## config.mk

```make
export PLATFORM = sky130hd
export DESIGN_NAME = rd_fifo_ctrl
export DESIGN_NICKNAME = d
export VERILOG_FILES = /design/src/rtl/rd_fifo_ctrl_pkg.sv /design/src/rtl/rd_fifo_ctrl.sv
export SDC_FILE = /design/constraint.sdc
export NUM_CORES = 1
export LEC_CHECK = 0
export BUFFER_PORTS_ARGS = -buffer_cell sky130_fd_sc_hd__buf_4
export CAP_MARGIN = 20
export CORE_AREA = 2 2 39 41
export CTS_BUF_LIST = sky130_fd_sc_hd__clkbuf_16
export DETAILED_ROUTE_END_ITERATION = 12
export DIE_AREA = 0 0 41 43
export PLACE_DENSITY = 0.68
export SLEW_MARGIN = 20
export SYNTH_ARGS = -nofsm -noshare
export SYNTH_HDL_FRONTEND = slang
export SYNTH_SLANG_ARGS = --single-unit
export TNS_END_PERCENT = 30
```

## constraint.sdc

```tcl
create_clock -name rd_clk_i -period 2.85 [get_ports rd_clk_i]
set_clock_uncertainty 0.1 [all_clocks]
set_input_delay 0.285 -clock rd_clk_i [delete_from_list [all_inputs] [get_ports rd_clk_i]]
set_output_delay 0.285 -clock rd_clk_i [all_outputs]
set_load 0.03 [all_outputs]
```

## src/rtl/rd_fifo_ctrl_pkg.sv

```systemverilog
// Shared definitions for the read-side FIFO sequencer: state encoding and level width.
package rd_fifo_ctrl_pkg;

    typedef enum logic [1:0] {
        StEmpty   = 2'd0,
        StArmed   = 2'd1,
        StReady   = 2'd2,
        StRelease = 2'd3
    } rd_state_e;

    // level counts 0..MEM_DEPTH inclusive, so it needs one bit more than the address
    function automatic int unsigned lvl_width(input int unsigned addr_width);
        return addr_width + 1;
    endfunction

endpackage

```

## src/rtl/rd_fifo_ctrl.sv

```systemverilog
// Read-side sequencer: detects a bank reload (full falling), hands out MEM_DEPTH entries in
// address order, pulses release when drained and keeps sticky overflow/underflow flags.
module rd_fifo_ctrl
    import rd_fifo_ctrl_pkg::*;
#(
    parameter int unsigned RD_ADDR_WIDTH = 2,
    parameter int unsigned MEM_DEPTH     = 4
) (
    input  logic                                  rd_clk_i,
    input  logic                                  reset_ni,
    input  logic                                  full_i,
    input  logic                                  flush_i,
    input  logic                                  rd_req_i,
    input  logic                                  err_clr_i,
    output logic                                  rd_en_o,
    output logic [RD_ADDR_WIDTH-1:0]              rd_addr_o,
    output logic                                  rd_valid_o,
    output logic                                  empty_o,
    output logic [lvl_width(RD_ADDR_WIDTH)-1:0]   level_o,
    output logic                                  release_o,
    output logic                                  ovf_err_o,
    output logic                                  udf_err_o
);

    localparam int unsigned LvlW = lvl_width(RD_ADDR_WIDTH);
    localparam logic [LvlW-1:0] LvlFull = LvlW'(MEM_DEPTH);
    localparam logic [LvlW-1:0] LvlOne = LvlW'(1);
    localparam logic [RD_ADDR_WIDTH-1:0] AddrLast = RD_ADDR_WIDTH'(MEM_DEPTH - 1);

    rd_state_e                state_q;
    logic                     full_q;
    logic                     rd_valid_q;
    logic                     release_q;
    logic                     ovf_q;
    logic                     udf_q;
    logic [RD_ADDR_WIDTH-1:0] addr_q;
    logic [LvlW-1:0]          level_q;

    logic reload;
    logic grant;
    logic udf_set;
    logic ovf_set;

    always_comb begin
        reload  = full_q & ~full_i;
        grant   = rd_req_i & (state_q == StReady) & (level_q != '0) & ~reload & ~flush_i;
        // the reload cycle itself is not an underflow: the bank is just arriving
        udf_set = rd_req_i & (state_q != StReady) & ~reload;
        // flush discards the reload, so it cannot overwrite unread data either
        ovf_set = reload & (state_q == StReady) & (level_q != '0) & ~flush_i;
    end

    always_ff @(posedge rd_clk_i or negedge reset_ni) begin
        if (!reset_ni) begin
            state_q    <= StEmpty;
            full_q     <= 1'b0;
            rd_valid_q <= 1'b0;
            release_q  <= 1'b0;
            ovf_q      <= 1'b0;
            udf_q      <= 1'b0;
            addr_q     <= '0;
            level_q    <= '0;
        end else begin
            full_q     <= full_i;
            rd_valid_q <= grant;
            release_q  <= 1'b0;

            if (udf_set) begin
                udf_q <= 1'b1;
            end else if (err_clr_i) begin
                udf_q <= 1'b0;
            end
            if (ovf_set) begin
                ovf_q <= 1'b1;
            end else if (err_clr_i) begin
                ovf_q <= 1'b0;
            end

            if (flush_i) begin
                state_q <= StEmpty;
                level_q <= '0;
                addr_q  <= '0;
            end else if (reload) begin
                state_q <= StReady;
                level_q <= LvlFull;
                addr_q  <= '0;
            end else begin
                unique case (state_q)
                    StEmpty: begin
                        if (full_i) begin
                            state_q <= StArmed;
                        end
                    end
                    StArmed: begin
                        state_q <= StArmed;
                    end
                    StReady: begin
                        if (grant) begin
                            addr_q  <= (addr_q == AddrLast) ? '0 : addr_q + 1'b1;
                            level_q <= level_q - 1'b1;
                            if (level_q == LvlOne) begin
                                state_q   <= StRelease;
                                release_q <= 1'b1;
                            end
                        end
                    end
                    StRelease: begin
                        state_q <= StEmpty;
                    end
                    default: begin
                        state_q <= StEmpty;
                    end
                endcase
            end
        end
    end

    assign rd_en_o    = grant;
    assign rd_addr_o  = addr_q;
    assign rd_valid_o = rd_valid_q;
    assign empty_o    = (level_q == '0);
    assign level_o    = level_q;
    assign release_o  = release_q;
    assign ovf_err_o  = ovf_q;
    assign udf_err_o  = udf_q;

endmodule

```

==> impl_results.md <==
* Mux contribution to synthesized area at 5.26%
* Worst setup margin at 0.460 ns
* Final Hold Viols at 0
* Most area-consuming cells after synthesis: dfrtp_1 (53%), ha_1 (8.8%), mux2i_1 (5.3%)
* Routability cong. at 0.672
* Full die area at 1760 µm²
* Worst R2R Start: level_o[0]
* Worst-Margin Slew at 0.295 ns
* IO Count at 17
* DRC Markers at 0
* Synth top area share at 52.6%
* Core area at 1380 µm²
* DIE HEIGHT at 43 µm
* Post-Layout Inst Area at 787 µm²
* Critical Path AT at 2.01 ns
* Worst Path Required at 2.47 ns
* Clock Latency Late Sink at 0.23 ns
* Area of the multi-input gates at 231 µm²
* Postcts setup bufs at 0
* VDD IR max at 311 µV
* EDFF count, synth at 0
* Simple-gate share of the synthesized area at 16.2%
* Worst setup SP type: register
* Yosys reg bits at 12
* Vias per inst at 4.81
* Reg clk slew, reported paths at 0.04 ns
* Fmax at 418 MHz
* Dpl ws at 0.696 ns
* Dpl cells at 79
* P&R area growth vs syn at 37.9%
* Slew Viols, Final at 0
* Post-DRT Antenna Nets at 0
* Cell accounting for the most synthesized area: dfrtp_1
* R2r setup slk at 1.04 ns
* Via count at 399
* Rows at 14
* Final setup viols at 0
* Total grt overflow at 0
* Post-CTS sizing at 0
* CP Class: reg2out
* Top_reg_cell synth: dfrtp_1
* Max-cap violation count at 0
* Synth Area in Adders at 8.77%
* Avg Inst Size Synth at 11.9 µm²
* Rel. slew slack at 80.1%
* Hold worst-path end: full_q
* CP Capture Type: output port
* Nets@finish at 79
* Root buffer cell: clkbuf_16
* TritonCTS clock tree: built
* First-pass GRT wire length at 1770 µm
* Post-Synth XOR/XNOR Area at 1.54%
* Hold Crit Start: full_i
* Initial core utilization at 41.2%
* IO buf count at 16
* Min cycle time layout at 2.39 ns
* Num Clock Sinks at 12
* HPWL after DPL at 786 µm
* Initial antenna violation count at 0
* Syn. warnings at 0
* FF-to-FF path depth at 7
* Hold WC Path Type: in2reg
* Tcrit/Tclk final at 83.9%
* Synthesized instance count at 48
* Drt wl/cell at 12.6 µm
* Setup total negative slack at 0 ns
* Compound-cell area share of the yosys netlist at 8.77%
* Mapped Nets at 58
* Asr flop ratio synth at 100%
* Total power divided by cell area at 610 nW/µm²
* Largest family of logic cells by synthesized area: simple AND/OR/NAND/NOR gates
* DRT iter0 DRCs at 4
* Mapped Area at 571 µm²
* Fraction of layout cells with a size suffix above 1 at 35.8%
* Critical Path Fanout Max at 8
* Max clock buf depth at 2
* Count leader, synth: dfrtp_1
* Vias in the first global route at 424
* RSZ-0062 raised after global routing: false
* Drt first pass iters at 2
* Hold path cells at 1
* CTS buffer count at 3
* Dpl cell area at 702 µm²
* Sequential-to-total area share from yosys stat at 52.6%
* Fill count at 124
* Synth cell types at 20
* Ant. Diodes at 0
* Die W at 41 µm
* R2R Path End: level_o[1]
* Outcome: finished, final reports clean
* Hold buffer count at cts at 1
* P_leak at 0.387 nW
* H-Tree Depth at 1
* Register area at 300 µm²
* Commonest cells post-synth: dfrtp_1 (12), inv_1 (6), nor2_1 (6)
* Routed WL at 1040 µm
* Pin count of the biggest net entering global routing at 13
* Final Non-Filler Cells at 83
* Total Routing Usage GR at 14.4%
[layout by cell type (no fill, tap or decap), drive strengths merged]
master / instances
nor2b: 2
xnor2: 1
dfrtp: 12
o21bai: 1
or2: 1
dlygate4sd3: 1
inv: 6
a311oi: 1
nand3: 1
nor4b: 1
a21oi: 2
clkbuf: 3
nor2: 6
buf: 17
and4bb: 1
nor3: 1
a22o: 2
ha: 4
mux2i: 3
nor3b: 1
[worst max path at each step]
stage / start / end / slack, ns
2_1_floorplan: level_o[0] / rd_en_o / 0.1
3_3_place_gp: level_o[0] / rd_en_o / 0.76
3_5_place_dp: level_o[0] / rd_en_o / 0.70
4_1_cts: level_o[0] / rd_en_o / 0.43
5_1_grt: level_o[0] / rd_en_o / 0.32
6_report: level_o[0] / rd_en_o / 0.46
[power breakdown]
group | leakage, nW | internal (mW) | switching (mW)
Clock | 0.0370 | 0.182 | 0.0664
Sequential | 0.161 | 0.177 | 0.00439
Combinational | 0.190 | 0.0221 | 0.0278
[stage by stage]
stage | power [mW] | utilization [%] | hold slack, ns
after floorplan | 0.212 | - | -0.111
after global placement | 0.232 | 50.7 | 0.0309
after detailed placement | 0.234 | 50.7 | 0.0332
after CTS | 0.485 | 56.9 | 0.0945
after global routing | 0.500 | 56.9 | 0.0949
final | 0.480 | 56.9 | 0.0970
[cell type report]
cell class / instances / share of cell area (%)
well taps: 16 / 2.54
inverters: 6 / 2.86
repair buffers: 18 / 17.5
clock buffers: 3 / 9.54
multi-input cells: 28 / 29.4
flip-flops and latches: 12 / 38.2
[logic make-up (layout without fill, tap and decap cells)]
group	Yosys count	in the layout
compound gates	6	6
xor+xnor	1	1
fa+ha+maj	4	4
buf+inv	8	27
flops	12	12
mux	3	3
simple gates	14	14
[state kept, by name, summed over array words and instances, names as in the netlist]
name / cells
level_o: 3
rd_addr_o: 2
state_q: 2
full_q: 1
ovf_err_o: 1
rd_valid_o: 1
release_o: 1
udf_err_o: 1
[critical path, stage by stage (launching register included)]
cell and delay, ns:
dfrtp_1 0.40, inv_1 0.06, ha_1 0.19, ha_1 0.20, and4bb_1 0.27, buf_4 0.17
nor3b_1 0.26, buf_4 0.21
[per-layer routing]
layer / wire length, µm / global-route usage [%]
met5: 0 / 0
met1: 495 / 19.4
met4: 0 / 6.00
met2: 469 / 22.5
met3: 77 / 1.57
Note: power is estimated with default switching activity, not from simulation.
